File: config.mk
export PLATFORM = sky130hd
export DESIGN_NAME = conv1_ofm_writer
export DESIGN_NICKNAME = d
export VERILOG_FILES = /design/src/rtl/conv1_ofm_writer.sv
export SDC_FILE = /design/constraint.sdc
export NUM_CORES = 2
export LEC_CHECK = 0
export ABC_AREA = 1
export BUFFER_PORTS_ARGS = -buffer_cell sky130_fd_sc_hd__buf_2
export CAP_MARGIN = 20
export CORE_AREA = 2 2 461 463
export CTS_CLUSTER_DIAMETER = 100
export DETAILED_ROUTE_END_ITERATION = 8
export DIE_AREA = 0 0 463 465
export GPL_TIMING_DRIVEN = 1
export PLACE_DENSITY = 0.59
export SLEW_MARGIN = 25
export SYNTH_ARGS = -nofsm -noshare
export SYNTH_HDL_FRONTEND = slang
export SYNTH_SLANG_ARGS = --single-unit
File: constraint.sdc
create_clock -name clk -period 48.1 [get_ports clk]
set_clock_uncertainty 0.1 [all_clocks]
set_input_delay 7.215 -clock clk [delete_from_list [all_inputs] [get_ports clk]]
set_output_delay 7.215 -clock clk [all_outputs]
set_load 0.03 [all_outputs]
File: src/rtl/conv1_ofm_writer.sv
// conv1 output feature-map writer: buffers conv1 pixel vectors and
// serialises each one into LANES-wide words for the ofm RAM.
module conv1_ofm_writer #(
    parameter int WOUT   = 128,
    parameter int CHOUT  = 64,
    parameter int WIDTH  = 16,
    parameter int LANES  = 8,
    parameter int DEPTH  = 2,
    parameter int ADDR_W = 17
) (
    input  logic                   clk,
    input  logic                   rst,
    input  logic                   conv1_sample,
    input  logic [WIDTH-1:0]       ofm [0:CHOUT-1],
    output logic                   ram_we,
    output logic [ADDR_W-1:0]      ram_addr,
    output logic [WIDTH*LANES-1:0] ram_wdata,
    output logic                   ram_feedback,
    output logic                   writer_busy,
    output logic                   overflow
);
    localparam int GROUPS    = CHOUT / LANES;
    localparam int PIX_TOTAL = WOUT * WOUT;
    localparam int GW        = $clog2(GROUPS);
    localparam int PIX_W     = ADDR_W - GW + 1;
    localparam int PW        = (DEPTH > 1) ? $clog2(DEPTH) : 1;
    localparam int CW        = $clog2(DEPTH + 1);
    localparam int CIW       = $clog2(CHOUT);

    typedef enum logic [1:0] {IDLE, WRITE, DONE} state_t;

    state_t             state, state_n;
    logic [GW-1:0]      g, g_n;
    logic [PIX_W-1:0]   pix, pix_n;
    logic [PW-1:0]      wptr, rptr;
    logic [CW-1:0]      count, count_n;
    logic               issue, last, pop, accept, push, drop;
    logic [WIDTH*LANES-1:0] word;
    logic [WIDTH-1:0]   vbuf [0:DEPTH-1][0:CHOUT-1];

    function automatic logic [PW-1:0] ptr_inc(input logic [PW-1:0] p);
        return (p == PW'(DEPTH - 1)) ? '0 : p + PW'(1);
    endfunction

    always_comb begin
        word = '0;
        for (int k = 0; k < LANES; k++)
            word[k*WIDTH +: WIDTH] = vbuf[rptr][CIW'(int'(g) * LANES + k)];
    end

    always_comb begin
        state_n = state;
        g_n     = g;
        pix_n   = pix;
        issue   = 1'b0;
        unique case (state)
            IDLE:    issue = (count != '0);
            WRITE:   issue = 1'b1;
            DONE:    issue = 1'b0;
            default: state_n = IDLE;
        endcase
        last    = issue && (g == GW'(GROUPS - 1));
        pop     = last;
        accept  = conv1_sample && (state != DONE);
        push    = accept && ((count != CW'(DEPTH)) || pop);
        drop    = accept && !push;
        count_n = count + CW'(push) - CW'(pop);
        if (issue) begin
            state_n = WRITE;
            g_n     = g + GW'(1);
            if (last) begin
                // a vector waiting (or arriving now) keeps the stream gapless
                g_n   = '0;
                pix_n = pix + PIX_W'(1);
                if (pix_n == PIX_W'(PIX_TOTAL))
                    state_n = DONE;
                else if (count_n == '0)
                    state_n = IDLE;
            end
        end
    end

    always_ff @(posedge clk) begin
        if (rst) begin
            state        <= IDLE;
            g            <= '0;
            pix          <= '0;
            wptr         <= '0;
            rptr         <= '0;
            count        <= '0;
            ram_we       <= 1'b0;
            ram_addr     <= '0;
            ram_wdata    <= '0;
            ram_feedback <= 1'b0;
            writer_busy  <= 1'b0;
            overflow     <= 1'b0;
        end else begin
            state  <= state_n;
            g      <= g_n;
            pix    <= pix_n;
            count  <= count_n;
            ram_we <= issue;
            if (push)
                wptr <= ptr_inc(wptr);
            if (pop)
                rptr <= ptr_inc(rptr);
            if (issue) begin
                ram_addr  <= {pix[PIX_W-2:0], g};
                ram_wdata <= word;
            end
            if (state == DONE)
                ram_feedback <= 1'b1;
            if (drop)
                overflow <= 1'b1;
            writer_busy <= (count_n != '0) || issue || (state_n == WRITE);
        end
    end

    always_ff @(posedge clk) begin
        if (push)
            for (int i = 0; i < CHOUT; i++)
                vbuf[wptr][i] <= ofm[i];
    end
endmodule

==> results.ini <==
[grt]
grt_pass1_vias=55300
grt_pass1_wl_um=411000
grt.total_usage=0.266
grt_max_degree=210
antenna_found_initial=324
grt_overflow=0

[timing]
hold_viol=0
worst_pin_slew_ns=1.35
finalCriticalPeriod_ns=12.19
totalNegativeSetupSlack_ns=0
setup_ws_ns=35.91
maxSlewViolCount=0
timing.hold.ws_ns=0.366
rsz0062_at_grt=false
fmax_mhz=82.1
min_period_over_period=0.253
slew_headroom=0.101
finalSetupViolCount=0

[routing]
avgRoutedWirePerCell_um=27.7
ant_nets=0
first_pass_iters=6
drt_iter0_drc=6867
top_layer_used=met5
wl_met2_um=138000
wl_met3_um=29800
drc_errors=0
avgViaCountPerCell=5.53
vias=59600
drt-met1-wl_um=114000
routed_wl_um=298000

[placement]
portBuffers=1175
dp_slack_ns=34.74
dp_hpwl_um=197000
routabilityCongestion=0.888

[floorplanning]
die_h_um=465
dieArea_um2=215000
initial_core_util=0.407
die_w_um=463
num_rows=169
ios=1176
core-area_um2=211000

[logic_synthesis]
yosys_warnings=0
yosysSeqAreaShare=0.756
netlist_area_um2=85900
synth_cell_types=40
synth_cells=6544
synth_fp_nets=7575
ys_ff_latch=2222
avgSynthCellArea_um2=13.1

[clock_network]
clk_path_buf_depth=3
cts_root_buffer=clkbuf_16
ctsHoldBuffers=0
numCtsBuffers=223
cts_max_level=4
clk_pin_slew_worst_paths_ns=0.06
post_cts_resized=0
cts_tree=done
cts_sinks=2222
clkLatencyLatePin_ns=0.89
postCtsSetupBuffers=0

[critical_path]
slowest_stage=buf_4
critPathArrivalTime_ns=12.56
path_cells=buf_2 > nand2_1 > inv_1 > nand2_1 > nor2_4 > buf_4 > buf_12 > buf_12 > buf_4 > buf_6
cp-start-kind=input pin
cpPeakStageDelay_ns=0.83
required_ns=48.47
critPathKind=input pin to flop
path_max_fanout=159
cp-end-kind=flop

[pwr]
leakage_nw=36.5
power.density_nw_per_um2=47.0
ir_worst_vdd_mv=0.0367

[job]
drv_cap=0

[cells_and_area]
drive_gt1_frac=0.207
syn2layout_area_growth_pct=18.5
nets=8580
fill_cells=18600
final_common_cell=edfxtp_1
final_cell_mix=2,048 x edfxtp_1, 1,175 x buf_2, 896 x nor2_1, 818 x o21ai_0, 671 x nand2_1

[run_status]
status=finished clean

[min_path]
hold_class=flop to flop

routing by layer:
metal | vias to the layer above | track usage
met5 | - | 0
met1 | 29300 | 0.339
met4 | 130 | 0.130
met3 | 808 | 0.0802
li1 | 26500 | -
met2 | 2861 | 0.416
Yosys cell counts (all sizes together):
cell,instances,area [um2]
dfxtp,174,3480
nand2,672,2520
nand3b,4,30.0
a31oi,14,87.6
o21bai,1,7.51
a21o,19,143
o22ai,75,469
o21a,1,7.51
o221ai,158,1380
o211ai,156,1170
edfxtp,2048,61500
a221oi,10,106
xor2,2,17.5
a21oi,227,1140
nor2,901,3380
clkbuf,215,807
or2,1,6.26
nor3,9,45.0
o2111ai,19,166
o21ai,903,4520
nand4,5,31.3
nand3,539,2700
buf,252,1600
a211oi,2,20.0
clkinv,2,7.51
inv,129,487
ha,4,50.1
xnor2,2,17.5
worst max-delay path: cells and delay by family:
family,cells,cell delay (ns)
buffers and inverters,7,3.93
and+or+nand+nor,3,0.96
flip-flops by register name, summed over array words and instances (netlist names), named ones only:
register	flops
rptr	1
writer_busy	1
ram_feedback	1
overflow	1
pix	15
vbuf	2048
ram_wdata	128
ram_addr	17
wptr	1
count	2
state	2
g	3
ram_we	1
worst paths after layout:
path / slack [ns] / cells after the start / to / start
hold reg to reg: 0.37 / 2 / ram_feedback$_SDFFE_PP0P_ / ram_feedback$_SDFFE_PP0P_
setup reg to reg: 40.81 / 13 / vbuf[1][361]$_DFFE_PP_ / g[1]$_SDFFE_PP0P_
setup / recovery: 35.91 / 10 / vbuf[1][361]$_DFFE_PP_ / conv1_sample
hold / removal: 0.37 / 2 / ram_feedback$_SDFFE_PP0P_ / ram_feedback$_SDFFE_PP0P_
kinds of logic (layout without fill, tap and decap cells):
logic type | after synthesis | after routing | share of synthesized area
flops | 2222 | 2222 | 0.756
simple gates | 2131 | 2131 | 0.101
compound gates | 1585 | 1585 | 0.107
buf+inv | 598 | 1802 | 0.0337
fa+ha+maj | 4 | 4 | 0.000583
xor+xnor | 4 | 4 | 0.000408
other cells | 0 | 202 | 0
layout make-up:
type / instances / area [um2] / share of cell area
Multi-Input combinational cell: 3724 / 18100 / 0.177
Clock inverter: 119 / 1340 / 0.0132
Clock buffer: 305 / 6160 / 0.0606
Sequential cell: 2222 / 65000 / 0.639
Inverter: 131 / 542 / 0.00532
Timing Repair Buffer: 1247 / 6630 / 0.0651
Antenna cell: 202 / 505 / 0.00497
Tap cell: 2821 / 3530 / 0.0347
power breakdown:
| group | switching (mW) | internal (mW) | total [mW] | leakage (nW) |
|---|---|---|---|---|
| clock | 0.754 | 1.02 | 1.78 | 3.66 |
| combinational | 0.505 | 0.170 | 0.675 | 12.2 |
| sequential | 0.0466 | 2.29 | 2.34 | 20.6 |
through the flow:
stage / total power, mW / instances / util / instance area (um2)
after global placement: 3.04 / 10100 / 0.445 / 93700
after CTS: 4.82 / 10600 / 0.480 / 101000
after floorplan: 2.86 / 6544 / - / 85900
final: 4.79 / 10800 / 0.483 / 102000
after detailed placement: 3.05 / 10100 / 0.445 / 93700
after global routing: 4.95 / 10700 / 0.481 / 101000
Power figures use the tool's default switching activity.
